### config.mk
export PLATFORM = sky130hd
export DESIGN_NAME = tx10gbe_snap_capture
export DESIGN_NICKNAME = d
export VERILOG_FILES = /design/src/rtl/tx10gbe_snap_capture.sv
export SDC_FILE = /design/constraint.sdc
export NUM_CORES = 1
export LEC_CHECK = 0
export BUFFER_PORTS_ARGS = -buffer_cell sky130_fd_sc_hd__buf_2
export CAP_MARGIN = 10
export CORE_MARGIN = 4
export CORE_UTILIZATION = 45
export DETAILED_ROUTE_END_ITERATION = 8
export PLACE_DENSITY = 0.85
export SETUP_SLACK_MARGIN = 0.5
export SKIP_CTS_REPAIR_TIMING = 1
export SLEW_MARGIN = 20
export SYNTH_ARGS = -nofsm -noshare
export SYNTH_HDL_FRONTEND = slang
export SYNTH_SLANG_ARGS = --single-unit
### constraint.sdc
create_clock -name user_clk -period 2.7 [get_ports user_clk]
set_clock_uncertainty 0.15 [all_clocks]
set_input_delay 0.135 -clock user_clk [delete_from_list [all_inputs] [get_ports user_clk]]
set_output_delay 0.135 -clock user_clk [all_outputs]
set_load 0.02 [all_outputs]
### src/rtl/tx10gbe_snap_capture.sv
// Snapshot capture controller for the 10GbE TX stream: arms from software, writes a triggered
// window into a snap BRAM and reports status. Optional circular capture under SNAP_CIRC_EN.
module tx10gbe_snap_capture #(
  parameter int unsigned ADDR_W = 11,
  parameter int unsigned DATA_W = 64
) (
  input  logic              user_clk,
  input  logic              user_rst_n,
  input  logic [31:0]       ctrl,
  input  logic [DATA_W-1:0] din,
  input  logic              din_valid,
  input  logic              trig,
  output logic [ADDR_W-1:0] bram_addr,
  output logic [DATA_W-1:0] bram_din,
  output logic              bram_we,
  output logic [31:0]       addr_out,
  output logic              done
);

  typedef enum logic [1:0] {StIdle, StArmed, StCapture, StDone} state_e;

  localparam logic [ADDR_W-1:0] AddrMax = '1;
  localparam int unsigned PadW = 30 - ADDR_W;

  state_e            state_q, state_d;
  logic              en_q;
  logic [2:0]        cfg_q, cfg_d;  // {circ, we_src, trig_src} latched at arming
  logic [ADDR_W-1:0] cnt_q, cnt_d;
  logic              we_q, we_d;
  logic [ADDR_W-1:0] baddr_q, baddr_d;
  logic [DATA_W-1:0] bdin_q, bdin_d;
  logic [ADDR_W-1:0] last_q, last_d;
  logic              done_q, done_d;
  logic              wrap_bit;

  logic en_rise, qual, trig_hit, circ_stop, arm, do_write;

  assign en_rise  = ctrl[0] & ~en_q;
  assign qual     = ~cfg_q[1] | din_valid;
  assign trig_hit = ~cfg_q[0] | trig;

`ifdef SNAP_CIRC_EN
  logic wrap_q, wrap_d;
  logic trig_q;

  // A fresh trigger edge terminates an endless circular capture.
  assign circ_stop = cfg_q[2] & trig & ~trig_q;
  assign wrap_bit  = wrap_q;

  always_ff @(posedge user_clk) begin
    if (!user_rst_n) begin
      wrap_q <= 1'b0;
      trig_q <= 1'b0;
    end else begin
      wrap_q <= wrap_d;
      trig_q <= trig;
    end
  end
`else
  logic unused_circ;

  assign circ_stop   = 1'b0;
  assign wrap_bit    = 1'b0;
  assign unused_circ = cfg_q[2];
`endif

  logic unused_ctrl;
  assign unused_ctrl = ^ctrl[31:4];

  always_ff @(posedge user_clk) begin
    if (!user_rst_n) begin
      state_q <= StIdle;
      en_q    <= 1'b0;
      cfg_q   <= '0;
      cnt_q   <= '0;
      we_q    <= 1'b0;
      baddr_q <= '0;
      bdin_q  <= '0;
      last_q  <= '0;
      done_q  <= 1'b0;
    end else begin
      state_q <= state_d;
      en_q    <= ctrl[0];
      cfg_q   <= cfg_d;
      cnt_q   <= cnt_d;
      we_q    <= we_d;
      baddr_q <= baddr_d;
      bdin_q  <= bdin_d;
      last_q  <= last_d;
      done_q  <= done_d;
    end
  end

  always_comb begin
    state_d  = state_q;
    cfg_d    = cfg_q;
    cnt_d    = cnt_q;
    we_d     = 1'b0;
    baddr_d  = baddr_q;
    bdin_d   = bdin_q;
    last_d   = last_q;
    done_d   = done_q;
`ifdef SNAP_CIRC_EN
    wrap_d   = wrap_q;
`endif
    arm      = 1'b0;
    do_write = 1'b0;

    unique case (state_q)
      StIdle: begin
        arm = en_rise;
      end
      StArmed: begin
        if (!ctrl[0]) begin
          state_d = StDone;
        end else if (trig_hit) begin
          // The trigger cycle itself is the first capture cycle.
          state_d  = StCapture;
          do_write = qual;
        end
      end
      StCapture: begin
        if (!ctrl[0] || circ_stop) begin
          state_d = StDone;
        end else begin
          do_write = qual;
        end
      end
      StDone: begin
        done_d = 1'b1;
        arm    = en_rise;
      end
      default: begin
        state_d = StIdle;
      end
    endcase

    if (do_write) begin
      we_d    = 1'b1;
      baddr_d = cnt_q;
      bdin_d  = din;
      last_d  = cnt_q;
      if (cnt_q == AddrMax) begin
`ifdef SNAP_CIRC_EN
        if (cfg_q[2]) begin
          cnt_d  = '0;
          wrap_d = 1'b1;
        end else begin
          state_d = StDone;
        end
`else
        state_d = StDone;
`endif
      end else begin
        cnt_d = cnt_q + 1'b1;
      end
    end

    if (arm) begin
      state_d = StArmed;
      cfg_d   = ctrl[3:1];
      cnt_d   = '0;
      last_d  = '0;
      done_d  = 1'b0;
`ifdef SNAP_CIRC_EN
      wrap_d  = 1'b0;
`endif
    end
  end

  assign bram_we   = we_q;
  assign bram_addr = baddr_q;
  assign bram_din  = bdin_q;
  assign done      = done_q;
  assign addr_out  = {done_q, wrap_bit, {PadW{1'b0}}, last_q};

endmodule

# Word-level counts from Yosys, hierarchy flattened
# Index checks and enable logic that the tools add are counted.
[word_totals]
out_inout_bits = 109
wordCells = 40
input_bits = 100
ff_bits = 104
[op_classes]
n_mux = 13
n_reduce_logical = 4
n_eq_ne = 4
add_sub_neg = 1
bitwise = 8
[op_table]
columns = ["operator", "n"]
rows = [
  ["$add 11x1->11 const B", 1],
  ["$eq 11x11->1 const B", 1],
  ["$mux 2", 5],
  ["$mux 1", 6],
  ["$not 1->1", 5],
  ["$eq 2x2->1 const B", 2],
  ["$pmux 2 s2", 1],
  ["$reduce_or 2->1", 2],
  ["$eq 2x1->1 const B", 1],
  ["$logic_not 2->1", 1],
  ["$or 1x1->1", 2],
  ["$pmux 1 s2", 1],
  ["$reduce_and 2->1", 1],
  ["$and 1x1->1", 1],
]

# Depth between registers and ports, before layout
# Gate-level depths: netlist (run 1).
[depth]
ltp_word = 8
ltp_mapped = 9
ltp_nobuf = 7

# Least setup slack after synthesis (run 1)
# No wires, ideal clock.
[synth_path]
kind = "register to register"
from = "reg state_q[0]"
to = "reg cnt_q[1]"
arrival_time_ns = 1.645
setup_ns = 0.128
stages_incl_launch_ff = 9
required_time_ns = 2.422
path_buffers = 2
slack_ns = 0.778
synth_period_minus_slack_ns = 1.922
path_cell_list = "dfxtp_1 -> inv_1 -> ha_1 -> nor4bb_1 -> buf_2 -> and2_1 -> buf_4 -> mux2i_1 -> nor2_1"
[synth_via]
elab_chain_cells = 4
word_cells_on_any_way = 9
cone_classes = "eq/ne (3); mux (2); reduce/logical (4)"
[synth_lines]
columns = ["item", "line_no", "rtl"]
rows = [
  ["from (decl)", "25", "state_e state_q, state_d;"],
  ["from (signal assigned)", "72", "state_q <= StIdle;"],
  ["from (signal assigned)", "82", "state_q <= state_d;"],
  ["$eq 2x2->1 / $logic_not 2->1 (equally long branches)", "109", "unique case (state_q)"],
  ["$reduce_or 2->1 (no source line)", "--", ""],
  ["$mux 1", "109", ""],
  ["$reduce_or 2->1 (no source line)", "--", ""],
  ["to (signal assigned)", "85", "cnt_q <= cnt_d;"],
  ["to (decl)", "28", "logic [ADDR_W-1:0] cnt_q, cnt_d;"],
]
# Several ways; a longest one is shown, not always the timed one.
# A chain may end at the register's enable or synchronous reset.

# Final worst setup path (run 1)
[layout_path]
from = "reg state_q[0]"
to = "reg bdin_q[35], in the netlist bram_din[35]"
[layout_via]
elab_chain_cells = 2
word_cells_on_any_way = 3
cone_classes = "eq/ne (2); mux (1)"
[layout_lines]
columns = ["item", "line_no", "rtl"]
rows = [
  ["$eq 2x2->1 / $eq 2x1->1 (equally long branches)", "109", ""],
  ["$pmux 1 s2 *", "109", ""],
  ["to (signal assigned)", "88", "bdin_q <= bdin_d;"],
  ["to (decl)", "31", "logic [DATA_W-1:0] bdin_q, bdin_d;"],
]
# Every way passes the cells marked *; elsewhere a longest branch is shown, timed or not.

==> impl_metrics.yaml, run 1 <==
grt:
  grt.total_usage_pct: 17.6
  antenna_found_initial: 0
  grt_pass1_vias: 3489
  grt_pass1_wl_mm: 16.1
  overflow: 0
  grt_max_degree: 49
sta:
  fin_tns_setup_ns: 0
  report.final.hold_viol_count: 0
  final_max_slew_viol_count: 0
  fin_crit_sh_pct: 75.6
  slew_headroom_pct: 53.0
  rsz0062_at_grt: "false"
  tightest_slew_ns: 0.705
  max_freq_mhz: 490
  setup_viol: 0
  whs_ns: 0.0100
  layout_min_cycle_time_ns: 2.04
yosys:
  syn_area_per_cell_um2: 8.61
  synthMuxAreaShare_pct: 0.726
  synth_xor_area_share_pct: 1.06
  yosys.area.top_type: "dfxtp_1"
  yosys.area.top_type_share_pct: 50.4
  ys_seq_elements: 104
  synth_top_family_by_area: "simple AND/OR/NAND/NOR gates"
  synth.most_common_cell: "nand2_1"
  yosysUniqueCellTypes: 37
  synth_compound_area_share_pct: 17.5
  synth-main-ff-cell: "dfxtp_1"
  synth_edf_count: 0
  ys_warn_count: 0
  synth_area_leaders: "dfxtp_1, nand2_1, a21boi_0"
  synthCells: 480
  synth-async-reset-ratio_pct: 0
  synth_seq_area_share_pct: 50.4
  netlist_area_mm2: 0.00413
  synthAdderAreaFrac_pct: 1.21
  synthSimpleGateAreaFrac_pct: 21.2
  synthTopCellsByCount: "nand2_1, dfxtp_1, a21boi_0, buf_4, a21oi_1"
setup_path:
  critical_path.top_delay_family: "buffers and inverters"
  crit_chain: "inv_1, ha_4, nor4bb_4, buf_4, buf_6, nand2_1, a21boi_0"
  worstSetupPathType: "register to register"
  reg2reg_setup_slack_ns: 0.66
  arrival_ns: 2.16
  endpoint: "bram_din[35]"
  cp_num_buf_inv: 3
  r2r_end: "bram_din[35]"
  cp.required_ns: 2.82
  crit_cells: 7
  r2r_start: "state_q[0]"
  critPathMaxStageDelay_ns: 0.39
  cp_slowest_cell: "dfxtp_1"
  crit_fanout: 36
  critPathLaunchType: "register"
  reg2regPathDepth: 7
  cp-startpoint: "state_q[0]"
  endpoint_kind: "register"
hold_path:
  holdCritPathClass: "input pin to register"
  min_from: "ctrl[0]"
pwr:
  vdd_ir_drop_max_uv: 383
  leakage_nw: 2.57
  power_density_mw_per_mm2: 735
floorplanning:
  rows: 34
  initial_core_util_pct: 46.7
  io_pins: 209
  die_x_um: 104
  coreArea_mm2: 0.00885
  fp.dieH_um: 104
  die_area_mm2: 0.0108
layout:
  finalNonFillerCells: 811
  syn2layout_area_growth_pct: 42.6
  nFillCells: 700
  final_nets: 802
  antenna_cells: 0
  drive_gt1_share_pct: 27.5
clock_tree:
  htreeDepth: 3
  cts_tree: "built"
  cts_root_buffer: "clkbuf_8"
  clk_latency_ns: 0.35
  cts.sinks: 104
  clkTransAtPathRegs_ns: 0.09
  cts_buffer_depth: 2
  cts_buffers: 9
placement:
  io_buffers: 159
  hpwl_mm: 6.99
  place_inst: 723
  routabilityCongestion: 0.813
run_status:
  outcome: "complete, no violations"
route:
  ant_nets: 0
  drtPass1Iterations: 4
  drc: 0
  wl_per_cell_um: 13.9
  routed_wl_mm: 11.3
  dr_total_vias: 3958
  dr.first_iter.drc_count: 162
  viasPerCell: 4.88
run:
  cap_violations: 0
==> how the worst min path moves through the flow <==
stage / endpoint / slack [ns] / cells past startpoint
global placement: bram_din[12] / 0.24 / 3
global route: en_q / 0.006 / 2
CTS: bram_din[9] / -0.15 / 3
detailed placement: bram_din[9] / 0.24 / 3
finish: en_q / 0.01 / 2
floorplan: en_q / 0.11 / 1
==> registers in the layout, summed over array words and instances (netlist names) <==
signal / cells
bram_addr: 11
bram_din: 64
bram_we: 1
cfg_q: 2
cnt_q: 11
done: 1
en_q: 1
last_q: 11
state_q: 2
==> area by class of cell <==
class | count | area [µm²] | area share [%]
inverters | 3 | 11.3 | 0.191
flip-flops and latches | 104 | 2080 | 35.3
multi-input cells | 342 | 1880 | 31.9
repair buffers | 238 | 1590 | 27.0
clock buffers | 12 | 135 | 2.29
well taps | 108 | 135 | 2.29
clock inverters | 4 | 55.1 | 0.934
==> logic make-up (layout without fill, tap and decap cells) <==
logic type	count (synthesis)	in the layout
multiplexers	3	3
adder cells (fa/ha/maj)	4	4
AND/OR/NAND/NOR	206	208
other	1	20
buffers and inverters	55	257
XOR/XNOR	5	5
flip-flops	104	104
AO/OA/AOI/OAI	102	102
==> placed cells by master, fill, tap and decap left out, types with 4 or more instances in the layout <==
| master | instances |
|---|---|
| nand2_1 | 165 |
| a21boi_0 | 76 |
| buf_2 | 159 |
| a21oi_1 | 17 |
| clkbuf_8 | 9 |
| nand3_1 | 4 |
| dlygate4sd3_1 | 66 |
| conb_1 | 20 |
| buf_4 | 8 |
| dfxtp_1 | 104 |
| and3_1 | 5 |
| nor2_1 | 12 |
==> layer usage <==
| layer | share of wire [%] | up-vias | GRT usage [%] |
|---|---|---|---|
| met2 | 52 | 136 | 30.9 |
| met3 | 5.6 | 23 | 5.10 |
| met1 | 41 | 1829 | 20.4 |
| li1 | - | 1970 | - |
| met5 | 0 | - | 0 |
| met4 | 2.2 | 0 | 6.27 |
==> per-stage QoR <==
stage	total power [W]	setup slack, ns	instance area, µm²	utilization, %
6_report	0.00433	0.659	5890	66.6
5_1_grt	0.00458	0.521	5890	66.6
4_1_cts	0.00416	0.287	5140	58.1
3_5_place_dp	0.00321	0.301	4950	55.9
3_3_place_gp	0.00315	0.373	4950	55.9
2_1_floorplan	0.00280	0.778	4210	-
==> worst register-to-register path, stage by stage, from the launching register on <==
cell	delay, ns
dfxtp_1	0.39
inv_1	0.09
ha_4	0.29
nor4bb_4	0.30
buf_4	0.18
buf_6	0.25
nand2_1	0.13
a21boi_0	0.18
==> report_power, final <==
group | internal (W) | total (W) | switching, W | leakage, nW
combinational | 0.000606 | 0.00154 | 0.000936 | 1.64
clock | 0.000434 | 0.000946 | 0.000511 | 0.0908
sequential | 0.00174 | 0.00184 | 0.000109 | 0.843
(Power assumes the default switching activity.)
==> run 2, diff against run 1 <==
--- a/config.mk
+++ b/config.mk
@@ -5,12 +5,13 @@
 export SDC_FILE = /design/constraint.sdc
 export NUM_CORES = 1
 export LEC_CHECK = 0
+export ABC_AREA = 1
 export BUFFER_PORTS_ARGS = -buffer_cell sky130_fd_sc_hd__buf_2
 export CAP_MARGIN = 10
 export CORE_MARGIN = 4
 export CORE_UTILIZATION = 45
 export DETAILED_ROUTE_END_ITERATION = 8
-export PLACE_DENSITY = 0.85
+export PLACE_DENSITY = 0.86
 export SETUP_SLACK_MARGIN = 0.5
 export SKIP_CTS_REPAIR_TIMING = 1
 export SLEW_MARGIN = 20
==> constraint.sdc (replaced) <==
create_clock -name user_clk -period 2 [get_ports user_clk]
set_clock_uncertainty 0.15 [all_clocks]
set_input_delay 0.1 -clock user_clk [delete_from_list [all_inputs] [get_ports user_clk]]
set_output_delay 0.1 -clock user_clk [all_outputs]
set_load 0.02 [all_outputs]
==> impl_metrics.yaml, run 2 <==
run_status:
  outcome: "complete, no violations"
setup_path:
  reg2reg_setup_slack_ns: 0.27
  cp_num_buf_inv: 4
  worstSetupPathType: "register to register"
  crit_fanout: 43
  reg2regPathDepth: 9
  endpoint_kind: "register"
  cp_slowest_cell: "dfxtp_2"
  critPathMaxStageDelay_ns: 0.36
  r2r_start: "state_q[0]"
  crit_chain: "inv_2, ha_4, inv_6, nand3_4, nor2_8, inv_4, buf_8, nor2_1, nor2_1"
  r2r_end: "bram_din[33]"
  critPathLaunchType: "register"
  arrival_ns: 1.84
  critPathMostFrequentCell: "nor2_1"
  critical_path.top_delay_family: "simple AND/OR/NAND/NOR gates"
  cp.required_ns: 2.10
clock_tree:
  cts_tree: "built"
  cts.sinks: 104
  cts_buffers: 9
  clk_latency_ns: 0.36
  cts_buffer_depth: 2
  clkTransAtPathRegs_ns: 0.10
  cts_root_buffer: "clkbuf_8"
  htreeDepth: 3
pwr:
  vdd_ir_drop_max_uv: 762
  power_density_mw_per_mm2: 1280
  leakage_nw: 2.98
  p_total_w: 0.00792
route:
  ant_nets: 0
  dr_total_vias: 4441
  wl_per_cell_um: 15.9
  viasPerCell: 5.09
  dr.first_iter.drc_count: 184
  drc: 0
  routed_wl_mm: 13.8
  drtPass1Iterations: 5
yosys:
  ys_seq_elements: 104
  synth-async-reset-ratio_pct: 0
  synthTopCellsByCount: "nor2_1, dfxtp_1, nand2_1, o21ai_0, a21oi_1"
  synth-main-ff-cell: "dfxtp_1"
  netlist_area_mm2: 0.00404
  syn_area_per_cell_um2: 7.73
  synth_edf_count: 0
  yosys.area.top_type_share_pct: 51.5
  yosys.area.top_type: "dfxtp_1"
  synth.most_common_cell: "nor2_1"
  ys_warn_count: 0
  synthCells: 523
  synth_area_leaders: "dfxtp_1, nor2_1, o21ai_0"
  synth_seq_area_share_pct: 51.5
  yosysUniqueCellTypes: 26
grt:
  grt_pass1_vias: 3486
  overflow: 0
  grtUsageMet1_pct: 19.9
  grt_pass1_wl_mm: 15.4
  antenna_found_initial: 0
  grt.total_usage_pct: 18.3
  met2_usage_pct: 34.0
  busiest_layer: "met2"
  grt_max_degree: 68
  use_met3_pct: 4.47
floorplanning:
  initial_core_util_pct: 46.4
  die_area_mm2: 0.0106
  fp.dieH_um: 103
  io_pins: 209
  die_x_um: 103
  rows: 34
  coreArea_mm2: 0.00872
sta:
  fin_tns_setup_ns: 0
  whs_ns: 0.0330
  report.final.hold_viol_count: 0
  tightest_slew_ns: 0.578
  max_freq_mhz: 576
  slew_headroom_pct: 61.4
  layout_min_cycle_time_ns: 1.73
  fin_crit_sh_pct: 86.7
  setup_viol: 0
  final_max_slew_viol_count: 0
  rsz0062_at_grt: "true"
layout:
  layout_commonest_cell: "buf_2"
  finalNonFillerCells: 872
  register_area_mm2: 0.00209
  nFillCells: 598
  largest_reg_flops: 64
  antenna_cells: 0
  layout_common_cells: "buf_2, nor2_1, dfxtp_1"
  multi_input_area_mm2: 0.00181
  final_nets: 863
  syn2layout_area_growth_pct: 53.2
  drive_gt1_share_pct: 32.6
placement:
  io_buffers: 159
  routabilityCongestion: 0.904
  hpwl_mm: 7.35
  place_inst: 767
hold_path:
  min_delay_path_depth: 5
  whs_endpoint: "cnt_q[1]"
  min_from: "user_rst_n"
  holdCritPathClass: "input pin to register"
run:
  cap_violations: 0
[run 2: cell types whose count changed in the layout (fill, tap and decap cells not counted), sizes merged, moves of 18 or more]
cell    before  now
a21oi       17   35
nor2        12  148
o21ai        1   69
a21boi      76    0
nand2      165   75
inv          3   23
[run 2: cells by family after synthesis]
group | count (synthesis) | synth area share, %
and+or+nand+nor | 236 | 23.5
AOI/OAI and AO/OA | 105 | 13.0
DFF | 104 | 51.5
buffers and inverters | 69 | 9.75
xor gates and xnor gates | 4 | 0.867
adders and majority gates | 4 | 1.24
other | 1 | 0.0928
[run 2: worst max path at each step]
stage / startpoint / to / slack, ns / depth (start not counted)
2_1_floorplan: state_q[0] / bram_din[19] / 0.38 / 10
3_5_place_dp: state_q[0] / bram_din[3] / 0.14 / 9
6_report: state_q[0] / bram_din[33] / 0.27 / 9
5_1_grt: state_q[0] / bram_din[33] / 0.18 / 9
4_1_cts: state_q[0] / bram_din[22] / 0.12 / 9
3_3_place_gp: state_q[0] / bram_din[24] / 0.21 / 9
[run 2: worst min-delay path: stages]
cell and delay [ns]:
buf_2 0.11, inv_1 0.11, nor2_4 0.07, o21ai_1 0.07, nor2_1 0.05
[run 2: per-layer routing]
metal  share of wire, %  up-vias
met2                 50      238
li1                   -     2103
met3                9.7       48
met1                 37     2052
met5                  0        -
met4                3.3        0
[run 2: final cells by class]
type / instances / area share [%]
inverter: 20 / 1.68
sequential: 104 / 33.7
tap: 108 / 2.18
clock buffer: 9 / 2.00
multi-input combinational: 370 / 29.2
timing repair inverter: 2 / 0.283
timing repair buffer: 252 / 29.7
clock inverter: 7 / 1.25
[run 2: power breakdown]
| part | internal (W) | total, W | switching, W |
|---|---|---|---|
| clock | 0.000593 | 0.00135 | 0.000753 |
| combinational | 0.00146 | 0.00373 | 0.00227 |
| sequential | 0.00258 | 0.00284 | 0.000263 |
[run 2: through the flow]
step                      setup slack, ns  utilization (%)  instance area, µm²
after detailed placement            0.138             55.6                4850
after CTS                           0.122             57.9                5050
after floorplan                     0.385                -                4160
final                               0.265             71.0                6190
after global routing                0.183             71.0                6190
after global placement              0.213             55.6                4850
